## src/rtl/ctrl_pkg.sv

```systemverilog
// Shared encodings and the registered control bundle for the ID/EX control stage.
package ctrl_pkg;

   // ALU operation codes (19 ops, fit in 5 bits)
   localparam logic [4:0] ALU_ADD    = 5'd0;
   localparam logic [4:0] ALU_SUB    = 5'd1;
   localparam logic [4:0] ALU_OR     = 5'd2;
   localparam logic [4:0] ALU_XOR    = 5'd3;
   localparam logic [4:0] ALU_AND    = 5'd4;
   localparam logic [4:0] ALU_LSL    = 5'd5;
   localparam logic [4:0] ALU_LSR    = 5'd6;
   localparam logic [4:0] ALU_ASR    = 5'd7;
   localparam logic [4:0] ALU_SLT    = 5'd8;
   localparam logic [4:0] ALU_SLTU   = 5'd9;
   localparam logic [4:0] ALU_B      = 5'd10;
   localparam logic [4:0] ALU_MUL    = 5'd11;
   localparam logic [4:0] ALU_MULH   = 5'd12;
   localparam logic [4:0] ALU_MULHSU = 5'd13;
   localparam logic [4:0] ALU_MULHU  = 5'd14;
   localparam logic [4:0] ALU_DIV    = 5'd15;
   localparam logic [4:0] ALU_DIVU   = 5'd16;
   localparam logic [4:0] ALU_REM    = 5'd17;
   localparam logic [4:0] ALU_REMU   = 5'd18;

   // Immediate formats
   localparam logic [2:0] IMM_I = 3'd0;
   localparam logic [2:0] IMM_S = 3'd1;
   localparam logic [2:0] IMM_B = 3'd2;
   localparam logic [2:0] IMM_U = 3'd3;
   localparam logic [2:0] IMM_J = 3'd4;

   // Next-PC select; BRANCH takes on a true ALU condition, BRANCH_INV on a false one
   localparam logic [2:0] PC_NEXT       = 3'd0;
   localparam logic [2:0] PC_JAL        = 3'd1;
   localparam logic [2:0] PC_JALR       = 3'd2;
   localparam logic [2:0] PC_BRANCH     = 3'd3;
   localparam logic [2:0] PC_BRANCH_INV = 3'd4;

   // Writeback source
   localparam logic [1:0] RES_ALU = 2'd0;
   localparam logic [1:0] RES_MEM = 2'd1;
   localparam logic [1:0] RES_PC4 = 2'd2;

   // Memory access size
   localparam logic [1:0] MEM_BYTE = 2'd0;
   localparam logic [1:0] MEM_HALF = 2'd1;
   localparam logic [1:0] MEM_WORD = 2'd2;

   // RV32 major opcodes
   localparam logic [6:0] OPC_LOAD   = 7'b0000011;
   localparam logic [6:0] OPC_FENCE  = 7'b0001111;
   localparam logic [6:0] OPC_OP_IMM = 7'b0010011;
   localparam logic [6:0] OPC_AUIPC  = 7'b0010111;
   localparam logic [6:0] OPC_STORE  = 7'b0100011;
   localparam logic [6:0] OPC_OP     = 7'b0110011;
   localparam logic [6:0] OPC_LUI    = 7'b0110111;
   localparam logic [6:0] OPC_BRANCH = 7'b1100011;
   localparam logic [6:0] OPC_JALR   = 7'b1100111;
   localparam logic [6:0] OPC_JAL    = 7'b1101111;
   localparam logic [6:0] OPC_SYSTEM = 7'b1110011;

   typedef struct packed {
      logic [4:0] alu_ctrl;
      logic       alu_src;
      logic [2:0] imm_src;
      logic [2:0] pc_src;
      logic       reg_write;
      logic       mem_write;
      logic       mem_read;
      logic [1:0] result_src;
      logic [1:0] mem_size;
      logic       mem_unsigned;
      logic       illegal;
      logic       env;
   } ctrl_bundle_t;

   // The bundle a bubble (and reset) carries: a harmless no-op
   function automatic ctrl_bundle_t bubble_bundle();
      ctrl_bundle_t b;
      b.alu_ctrl     = ALU_ADD;
      b.alu_src      = 1'b0;
      b.imm_src      = IMM_I;
      b.pc_src       = PC_NEXT;
      b.reg_write    = 1'b0;
      b.mem_write    = 1'b0;
      b.mem_read     = 1'b0;
      b.result_src   = RES_ALU;
      b.mem_size     = MEM_WORD;
      b.mem_unsigned = 1'b0;
      b.illegal      = 1'b0;
      b.env          = 1'b0;
      return b;
   endfunction

endpackage

```

## src/rtl/control_decode.sv

```systemverilog
// Combinational RV32I(+M) decoder: instruction word to control bundle.
module control_decode
   import ctrl_pkg::*;
#(
   parameter bit ENABLE_M = 1'b1
) (
   input  logic [31:0]  instr_i,
   output ctrl_bundle_t ctrl_o,
   output logic         is_mul_o,
   output logic         is_div_o
);

   logic [6:0] opcode;
   logic [2:0] funct3;
   logic [6:0] funct7;

   assign opcode = instr_i[6:0];
   assign funct3 = instr_i[14:12];
   assign funct7 = instr_i[31:25];

   // Decode opcode/funct3/funct7 into the control bundle; undefined encodings flag illegal
   always_comb begin
      // NOTE: every output gets a default first so no path through the case infers a latch.
      ctrl_o   = bubble_bundle();
      is_mul_o = 1'b0;
      is_div_o = 1'b0;
      unique case (opcode)
         OPC_OP: begin
            ctrl_o.reg_write = 1'b1;
            if (funct7 == 7'b0000000) begin
               unique case (funct3)
                  3'b000:  ctrl_o.alu_ctrl = ALU_ADD;
                  3'b001:  ctrl_o.alu_ctrl = ALU_LSL;
                  3'b010:  ctrl_o.alu_ctrl = ALU_SLT;
                  3'b011:  ctrl_o.alu_ctrl = ALU_SLTU;
                  3'b100:  ctrl_o.alu_ctrl = ALU_XOR;
                  3'b101:  ctrl_o.alu_ctrl = ALU_LSR;
                  3'b110:  ctrl_o.alu_ctrl = ALU_OR;
                  default: ctrl_o.alu_ctrl = ALU_AND;
               endcase
            end else if (funct7 == 7'b0100000 && funct3 == 3'b000) begin
               ctrl_o.alu_ctrl = ALU_SUB;
            end else if (funct7 == 7'b0100000 && funct3 == 3'b101) begin
               ctrl_o.alu_ctrl = ALU_ASR;
            end else if (funct7 == 7'b0000001 && ENABLE_M) begin
               is_mul_o = ~funct3[2];
               is_div_o = funct3[2];
               unique case (funct3)
                  3'b000:  ctrl_o.alu_ctrl = ALU_MUL;
                  3'b001:  ctrl_o.alu_ctrl = ALU_MULH;
                  3'b010:  ctrl_o.alu_ctrl = ALU_MULHSU;
                  3'b011:  ctrl_o.alu_ctrl = ALU_MULHU;
                  3'b100:  ctrl_o.alu_ctrl = ALU_DIV;
                  3'b101:  ctrl_o.alu_ctrl = ALU_DIVU;
                  3'b110:  ctrl_o.alu_ctrl = ALU_REM;
                  default: ctrl_o.alu_ctrl = ALU_REMU;
               endcase
            end else begin
               ctrl_o.illegal = 1'b1;
            end
         end
         OPC_OP_IMM: begin
            ctrl_o.reg_write = 1'b1;
            ctrl_o.alu_src   = 1'b1;
            unique case (funct3)
               3'b000: ctrl_o.alu_ctrl = ALU_ADD;
               3'b010: ctrl_o.alu_ctrl = ALU_SLT;
               3'b011: ctrl_o.alu_ctrl = ALU_SLTU;
               3'b100: ctrl_o.alu_ctrl = ALU_XOR;
               3'b110: ctrl_o.alu_ctrl = ALU_OR;
               3'b111: ctrl_o.alu_ctrl = ALU_AND;
               3'b001: begin
                  ctrl_o.alu_ctrl = ALU_LSL;
                  ctrl_o.illegal  = (funct7 != 7'b0000000);
               end
               default: begin
                  ctrl_o.alu_ctrl = (funct7[5]) ? ALU_ASR : ALU_LSR;
                  ctrl_o.illegal  = (funct7 != 7'b0000000) && (funct7 != 7'b0100000);
               end
            endcase
         end
         OPC_LOAD: begin
            ctrl_o.reg_write    = 1'b1;
            ctrl_o.mem_read     = 1'b1;
            ctrl_o.alu_src      = 1'b1;
            ctrl_o.result_src   = RES_MEM;
            ctrl_o.mem_size     = funct3[1:0];
            ctrl_o.mem_unsigned = funct3[2];
            ctrl_o.illegal      = (funct3 == 3'b011) || (funct3 == 3'b110) || (funct3 == 3'b111);
         end
         OPC_STORE: begin
            ctrl_o.mem_write = 1'b1;
            ctrl_o.alu_src   = 1'b1;
            ctrl_o.imm_src   = IMM_S;
            ctrl_o.mem_size  = funct3[1:0];
            ctrl_o.illegal   = (funct3[2] == 1'b1) || (funct3[1:0] == 2'b11);
         end
         OPC_BRANCH: begin
            ctrl_o.imm_src = IMM_B;
            ctrl_o.pc_src  = funct3[0] ? PC_BRANCH_INV : PC_BRANCH;
            unique case (funct3[2:1])
               2'b00:   ctrl_o.alu_ctrl = ALU_SUB;
               2'b10:   ctrl_o.alu_ctrl = ALU_SLT;
               2'b11:   ctrl_o.alu_ctrl = ALU_SLTU;
               default: ctrl_o.illegal  = 1'b1;
            endcase
         end
         OPC_LUI: begin
            ctrl_o.reg_write = 1'b1;
            ctrl_o.alu_src   = 1'b1;
            ctrl_o.imm_src   = IMM_U;
            ctrl_o.alu_ctrl  = ALU_B;
         end
         OPC_AUIPC: begin
            // Operand A comes from the PC; the datapath selects it from the opcode
            ctrl_o.reg_write = 1'b1;
            ctrl_o.alu_src   = 1'b1;
            ctrl_o.imm_src   = IMM_U;
            ctrl_o.alu_ctrl  = ALU_ADD;
         end
         OPC_JAL: begin
            ctrl_o.reg_write  = 1'b1;
            ctrl_o.imm_src    = IMM_J;
            ctrl_o.pc_src     = PC_JAL;
            ctrl_o.result_src = RES_PC4;
         end
         OPC_JALR: begin
            ctrl_o.reg_write  = 1'b1;
            ctrl_o.alu_src    = 1'b1;
            ctrl_o.pc_src     = PC_JALR;
            ctrl_o.result_src = RES_PC4;
            ctrl_o.illegal    = (funct3 != 3'b000);
         end
         OPC_FENCE: begin
            ctrl_o.illegal = (funct3 != 3'b000);
         end
         OPC_SYSTEM: begin
            // Only ecall and ebreak are defined without Zicsr
            if (instr_i == 32'h0000_0073 || instr_i == 32'h0010_0073) ctrl_o.env = 1'b1;
            else                                                      ctrl_o.illegal = 1'b1;
         end
         default: ctrl_o.illegal = 1'b1;
      endcase

      // An undefined instruction must not touch architectural state
      if (ctrl_o.illegal) begin
         ctrl_o.reg_write = 1'b0;
         ctrl_o.mem_write = 1'b0;
         ctrl_o.mem_read  = 1'b0;
         ctrl_o.env       = 1'b0;
         is_mul_o         = 1'b0;
         is_div_o         = 1'b0;
      end
   end

endmodule

```

## src/rtl/pipelined_control_unit.sv

```systemverilog
// Registered ID/EX control stage with stall/flush handling and an M-op busy sequencer.
module pipelined_control_unit
   import ctrl_pkg::*;
#(
   parameter int DATA_WIDTH    = 32,
   parameter bit ENABLE_M      = 1'b1,
   parameter int MUL_CYCLES    = 2,
   parameter int DIV_CYCLES    = 32,
   parameter int ALUCTRL_WIDTH = 5
) (
   input  logic                     clk,
   input  logic                     rst,
   input  logic [DATA_WIDTH-1:0]    instr,
   input  logic                     valid_in,
   input  logic                     stall,
   input  logic                     flush,
   output logic                     valid_out,
   output logic [ALUCTRL_WIDTH-1:0] ALUctrl,
   output logic                     ALUsrc,
   output logic [2:0]               ImmSrc,
   output logic [2:0]               PCsrc,
   output logic                     RegWrite,
   output logic                     MemWrite,
   output logic                     MemRead,
   output logic [1:0]               ResultSrc,
   output logic [1:0]               MemSize,
   output logic                     MemUnsigned,
   output logic                     muldiv_start,
   output logic                     busy,
   output logic                     illegal,
   output logic                     env
);

   localparam int CNT_W = $clog2(DIV_CYCLES + 1);
   localparam logic [CNT_W-1:0] MUL_LOAD = CNT_W'(MUL_CYCLES - 1);
   localparam logic [CNT_W-1:0] DIV_LOAD = CNT_W'(DIV_CYCLES - 1);

   typedef enum logic {S_IDLE, S_MULDIV} state_e;

   ctrl_bundle_t     dec_bundle;
   logic             dec_is_mul;
   logic             dec_is_div;
   logic [CNT_W-1:0] m_load;

   ctrl_bundle_t     bundle_q;
   logic             valid_q;
   logic             start_q;
   state_e           state_q;
   logic [CNT_W-1:0] cnt_q;

   control_decode #(.ENABLE_M(ENABLE_M)) u_decode (
      .instr_i  (instr[31:0]),
      .ctrl_o   (dec_bundle),
      .is_mul_o (dec_is_mul),
      .is_div_o (dec_is_div)
   );

   // Remaining busy cycles after the load edge for the incoming M op
   assign m_load = dec_is_div ? DIV_LOAD : MUL_LOAD;

   // Pipeline register, FSM and counter with priority rst > flush > busy > stall > load
   always_ff @(posedge clk) begin
      // NOTE: sequential state uses non-blocking assignments so every register samples pre-edge values.
      start_q <= 1'b0;
      if (rst) begin
         bundle_q <= bubble_bundle();
         valid_q  <= 1'b0;
         state_q  <= S_IDLE;
         cnt_q    <= '0;
      end else if (flush) begin
         bundle_q <= bubble_bundle();
         valid_q  <= 1'b0;
         state_q  <= S_IDLE;
         cnt_q    <= '0;
      end else if (state_q == S_MULDIV) begin
         if (cnt_q != '0) cnt_q <= cnt_q - CNT_W'(1);
         if (cnt_q <= CNT_W'(1)) state_q <= S_IDLE;
      end else if (stall) begin
         // hold the registered bundle
      end else if (valid_in) begin
         bundle_q <= dec_bundle;
         valid_q  <= 1'b1;
         if (dec_is_mul || dec_is_div) begin
            start_q <= 1'b1;
            if (m_load != '0) begin
               state_q <= S_MULDIV;
               cnt_q   <= m_load;
            end
         end
      end else begin
         bundle_q <= bubble_bundle();
         valid_q  <= 1'b0;
      end
   end

   assign busy         = (cnt_q != '0);
   assign valid_out    = valid_q;
   assign muldiv_start = start_q;
   assign ALUctrl      = ALUCTRL_WIDTH'(bundle_q.alu_ctrl);
   assign ALUsrc       = bundle_q.alu_src;
   assign ImmSrc       = bundle_q.imm_src;
   assign PCsrc        = bundle_q.pc_src;
   assign RegWrite     = bundle_q.reg_write;
   assign MemWrite     = bundle_q.mem_write;
   assign MemRead      = bundle_q.mem_read;
   assign ResultSrc    = bundle_q.result_src;
   assign MemSize      = bundle_q.mem_size;
   assign MemUnsigned  = bundle_q.mem_unsigned;
   assign illegal      = bundle_q.illegal;
   assign env          = bundle_q.env;

endmodule

```

## config.mk

```make
export PLATFORM = sky130hd
export DESIGN_NAME = pipelined_control_unit
export DESIGN_NICKNAME = d
export VERILOG_FILES = /design/src/rtl/ctrl_pkg.sv /design/src/rtl/control_decode.sv /design/src/rtl/pipelined_control_unit.sv
export SDC_FILE = /design/constraint.sdc
export NUM_CORES = 1
export LEC_CHECK = 0
export CAP_MARGIN = 25
export CORE_ASPECT_RATIO = 1.1
export CORE_MARGIN = 5
export CORE_UTILIZATION = 53
export CTS_BUF_LIST = sky130_fd_sc_hd__clkbuf_2 sky130_fd_sc_hd__clkbuf_4 sky130_fd_sc_hd__clkbuf_8
export DETAILED_ROUTE_END_ITERATION = 8
export GPL_TIMING_DRIVEN = 0
export PLACE_DENSITY_LB_ADDON = 0.25
export RECOVER_POWER = 25
export SLEW_MARGIN = 40
export SYNTH_ARGS = -nofsm -noshare
export SYNTH_HDL_FRONTEND = slang
export SYNTH_SLANG_ARGS = --single-unit
```

## constraint.sdc

```tcl
create_clock -name clk -period 2.57 [get_ports clk]
set_input_delay 0.257 -clock clk [delete_from_list [all_inputs] [get_ports clk]]
set_output_delay 0.257 -clock clk [all_outputs]
set_load 0.005 [all_outputs]
```

### Word-level counts from Yosys, hierarchy flattened

Index checks and enable logic that the tools add are counted.

* register bits after elaboration: 31
* input port bits: 37

* add/subtract/negate cells: 1
* order comparisons: 1
* eq/ne operators: 28
* mux-type cells: 60
* bitwise logic cells: 4
* reductions and logical operators: 31

Operators with widths (count)
* $pmux W5 S7: 2
* $mux W6: 6
* $mux W1: 35
* $eq A32 B21 Y1 const B: 1
* $eq A32 B7 Y1 const B: 1
* $eq A7 B6 Y1 const B: 4
* $eq A7 B7 Y1 const B: 4
* $pmux W4 S7: 1
* $mux W5: 5
* $mux W22: 1
* $pmux W5 S4: 1
* $eq A7 B5 Y1 const B: 2
* $eq A3 B3 Y1 const B: 4
* $pmux W3 S4: 1
* $pmux W4 S3: 1
* $reduce_bool A6 Y1: 2
* $reduce_or A6 Y1: 2
* $reduce_or A2 Y1: 5
* $pmux W3 S3: 1
* $pmux W1 S8: 1
* $eq A7 B1 Y1 const B: 1
* $eq A7 B2 Y1 const B: 1
* $eq A7 B4 Y1 const B: 1
* $logic_not A7 Y1: 1
* other kinds (25): 41

### Logic depth before layout (Yosys ltp)

* depth after elaboration: 14
* mapped depth: 8
* gate-level depth less buffers: 7

### Hierarchy

Synthesis repeated with hierarchy kept, for this count alone.

* cell total of the unflattened synthesis: 291
* area, all modules: 2153.3 um^2

Modules (own cells, without submodules)
* pipelined_control_unit: times used 1, cells each 155, area each 1308.8 um^2
* control_decode: times used 1, cells each 136, area each 844.6 um^2

### Least setup slack after synthesis

Ideal clock, no wire load.

* path type: reg-to-reg
* start: register cnt_q[0]
* end: register cnt_q[5]
* data arrival time: 1.602 ns
* data required time: 2.454 ns
* slack: 0.853 ns
* stages on the path, launching flop included: 7
* path buffers: 0
* period minus slack after synthesis: 1.717 ns
* cell sequence: dfxtp_1 inv_1 ha_1 a21bo_1 or4_1 xnor2_1 and3_1

* word-level cells in the longest chain between the ends: 3
* elaborated cells between the ends (all ways): 6
* classes of those cells: add/sub (1); eq/ne (1); mux (2); reduce/logical (2)

RTL lines
* start, declared: RTL line pipelined_control_unit.sv:49 `logic [CNT_W-1:0] cnt_q;`
* start signal, assigned: RTL line pipelined_control_unit.sv:76 `if (cnt_q != '0) cnt_q <= cnt_q - CNT_W'(1);`
* start signal, assigned: RTL line pipelined_control_unit.sv:87 `cnt_q <= m_load;`
* $sub A6 B1 Y6 / $reduce_bool A6 Y1 (equally long branches): RTL line pipelined_control_unit.sv:76
* $mux W6 / $ne A2 B2 Y1 (equally long branches)
* $mux W6 / $reduce_and A5 Y1 (equally long branches)

Several ways; a longest one is shown, not always the timed one. The select of a mux whose other input is x is not followed.
A chain may end at the register's enable or synchronous reset.

### Worst setup path in the final report

* start: input instr[13]
* end: register bundle_q (netlist bit ALUctrl[3])

* word-level cells in the longest chain between the ends: 8
* elaborated cells between the ends (all ways): 23
* classes of those cells: eq/ne (9); mux (10); reduce/logical (4)

RTL lines
* start, declared: RTL line pipelined_control_unit.sv:13 `input logic [DATA_WIDTH-1:0] instr,`
* $eq A3 B3 Y1 (tied with other cells): RTL line control_decode.sv:31, control_decode.sv:48, control_decode.sv:65
* $pmux W5 S7: RTL line control_decode.sv:48 `unique case (funct3)`
* $mux W5: RTL line control_decode.sv:45 `end else if (funct7 == 7'b0000001 && ENABLE_M) begin`
* $mux W5: RTL line control_decode.sv:43 `end else if (funct7 == 7'b0100000 && funct3 == 3'b101) begin`
* $mux W5: RTL line control_decode.sv:41 `end else if (funct7 == 7'b0100000 && funct3 == 3'b000) begin`
* $mux W5: RTL line control_decode.sv:30 `if (funct7 == 7'b0000000) begin`
* $pmux W5 S4 (*): RTL line control_decode.sv:27 `unique case (opcode)`
* $mux W22 (*): RTL line pipelined_control_unit.sv:80 `end else if (valid_in) begin`
* end signal, assigned: RTL line pipelined_control_unit.sv:71 `bundle_q <= bubble_bundle();`
* end signal, assigned: RTL line pipelined_control_unit.sv:81 `bundle_q <= dec_bundle;`
* end signal, assigned: RTL line pipelined_control_unit.sv:91 `bundle_q <= bubble_bundle();`
* end, declared: RTL line pipelined_control_unit.sv:45 `ctrl_bundle_t bundle_q;`

Mark *: on every way between the ends. The rest lies on a longest branch, timed or not.

==> flow_metrics.tcl <==
set metrics [dict create \
    drt-vias-per-instance 5.995 \
    critPathMaxFanout 10 \
    postLayoutSetupSlackWorst_ns 0.4210 \
    synth_edf_count 0 \
    whs_ns 0.3661 \
    max_slew_margin_pct 54.60 \
    setup.worst_path.start_class "input pin" \
    grt_first_pass_wirelength_mm 10.08 \
    p_seq_share_pct 42.7 \
    cts_buffers 5 \
    port_buffers 56 \
    fin_skew_ns 0.004353 \
    cp-end-kind "flip-flop" \
    fin_total_pwr_w 0.001130 \
    static-leakage-power_nw 1.085 \
    dr.pass1.iters 4 \
    dp_cells 390 \
    grt.total_usage_pct 22.67 \
    synth.net_count 326 \
    swShare_pct 26.29 \
    postRouteAntennaNets 0 \
    insertion_delay_ns 0.29 \
    drc 0 \
    tightest_slew_ns 0.6785 \
    post_cts_buffers 0 \
    fmax_ghz 0.4653 \
    hold_viol_final 0 \
    worstSetupPathType "input pin to flip-flop" \
    setup-tns-final_ns 0 \
    fin_cells 398 \
    die_h_um 76.93 \
    cellInternalPower_w 0.0008328 \
    synth_top_area_share_pct 28.75 \
    nets 389 \
    syn_to_final_growth_pct 33.80 \
    crit_arrival_ns 2.33 \
    r2r_slack_ns 0.75 \
    clk_path_buf_depth 2 \
    synth_cell_types 67 \
    outcome "completed" \
    drt_wl_total_mm 6.306 \
    r2r-end "cnt_q[5]" \
    fillers 334 \
    synthArstFlopShare_pct 0 \
    drive_gt1_share_pct 10.12 \
    synth.avg_cell_area_um2 7.654 \
    power_frac_comb_pct 18.6 \
    r2r.worst_path.cells 6 \
    netlist_area_um2 2158 \
    hold_depth 3 \
    cap_violations 0 \
    start_util_pct 54.45 \
    yosysSeqAreaShare_pct 28.75 \
    min_from "instr[3]" \
    pre_cts_ws_ns 0.1646 \
    drt_iter0_markers 208 \
    slew_viol_final 0 \
    cts_tree "yes" \
    ys_ff_latch 31 \
    antenna_found_initial 0 \
    r2r-start "cnt_q[0]" \
    ir_drop_mv 0.1963 \
    min_to "ImmSrc[2]" \
    vias 2386 \
    clock-root-buffer "clkbuf_8" \
    diodes 0 \
    post_drt_wl_per_cell_um 15.84 \
    numClockSinks 31 \
    cp.required_ns 2.75 \
    period_minus_slack_ns 2.149 \
    grt_pass1_vias 2202 \
    postCtsResizedCells 0 \
    syn_inst 282 \
    fin_crit_sh_pct 83.62 \
    synth_area_leader_cell "dfxtp_1" \
    cts_hold_buffers 0 \
    grt_setup_unrepaired "false" \
    synth_ff_type "dfxtp_1" \
    path_clk_slew_ns 0.07 \
    synth.area.top_cells "dfxtp_1, nand2_1, a21oi_1" \
    fp-row-count 24 \
    ys_warn_count 0 \
    clockPowerShare_pct 38.7 \
    hp-class "input pin to flip-flop" \
    core_um2 3964 \
    p_per_area_nw_per_um2 391.3 \
    htree_num_levels 2 \
    place_congestion 0.9919 \
    die_area_um2 5450 \
    power_switching_w 0.0002971 \
    grt_max_degree 11 \
    grt_overflow 0 \
    io_pins 62 \
    die_w_um 70.85 \
    place_hpwl_mm 4.904 \
    setup_viol 0 \
]
layer usage:
metal  track usage (%)  up-vias  wire (µm)
met5                 0        -          0
met4             10.15        0        168
met3             4.183       14        486
met2             37.48      111       2979
met1             28.32     1092       2672
li1                  -     1169          -
per-stage QoR:
| stage | cell area (µm²) | utilization [%] |
|---|---|---|
| after floorplan | 2158 | - |
| after global placement | 2784 | 70.23 |
| after detailed placement | 2784 | 70.23 |
| after CTS | 2888 | 72.85 |
| after global routing | 2888 | 72.85 |
| final | 2888 | 72.85 |
Yosys cell counts, types with 4 or more instances:
master	number
dfxtp_1	31
inv_1	10
or3_1	5
clkbuf_1	7
o22ai_1	7
nor3_1	8
nor2_1	23
ha_1	7
a22o_1	4
nand2_1	32
and2_1	4
a31oi_1	6
nand3_1	16
nand2b_1	4
nand4_1	5
a21oi_1	19
nor4_1	6
o21ai_0	5
buf_2	10
logic make-up after synthesis:
family,Yosys count,synth area share [%]
AND/OR/NAND/NOR,129,31.88
flip-flops,31,28.75
XOR/XNOR,4,1.623
adder cells (fa/ha/maj),7,4.058
AO/OA/AOI/OAI,77,25.51
multiplexers,3,1.507
buffers and inverters,31,6.667
cell type report:
cell class / count / area, µm² / share of cell area (%)
Buffer: 20 / 102.6 / 3.553
Clock buffer: 8 / 103.9 / 3.596
Inverter: 11 / 41.29 / 1.430
Multi-Input combinational cell: 220 / 1394 / 48.27
Sequential cell: 31 / 620.6 / 21.49
Tap cell: 52 / 65.06 / 2.253
Timing Repair Buffer: 56 / 560.5 / 19.41
sequential cells by signal (all words and copies together) (netlist names), 2 cells and up:
register   cells
ALUctrl        5
ImmSrc         3
MemSize        2
PCsrc          3
ResultSrc      2
cnt_q          6
placed cells by master, fill, tap and decap left out, types with 4 or more instances in the layout:
master and instances:
and2_1 4, nor3_1 8, a21oi_1 19, a31oi_1 6
inv_1 10, ha_1 7, or3_1 5, a22o_1 4
dfxtp_1 31, clkbuf_8 7, clkbuf_1 7, o22ai_1 7
nor4_1 6, nand3_1 16, dlygate4sd3_1 14, clkdlybuf4s50_1 42
nand4_1 5, buf_2 10, nand2_1 32, nor2_1 23
o21ai_0 5, nand2b_1 4
power groups by stage:
stage          sequential, W  combinational [W]  clock (W)
2_1_floorplan       0.000493           0.000117          0
3_3_place_gp        0.000493           0.000202          0
6_report            0.000483           0.000210   0.000437
5_1_grt             0.000483           0.000225   0.000466
3_5_place_dp        0.000494           0.000206          0
4_1_cts             0.000483           0.000207   0.000438
worst max path at each step:
stage,startpoint,to,slack [ns],cells past startpoint
final,instr[13],ALUctrl[3],0.42,9
after global routing,instr[14],ALUctrl[2],0.35,9
after CTS,instr[13],ALUctrl[3],0.47,9
after detailed placement,instr[13],ALUctrl[3],0.16,9
after global placement,instr[13],ALUctrl[3],0.20,9
after floorplan,cnt_q[0],cnt_q[5],0.85,6
worst max-delay path, stage by stage:
cell	delay, ns
clkdlybuf4s50_1	0.59
buf_2	0.23
buf_2	0.27
inv_2	0.09
ha_1	0.20
nor2_1	0.09
o31ai_1	0.08
a211o_1	0.27
a32o_1	0.25
No activity file was read; power rests on OpenSTA's default activity.
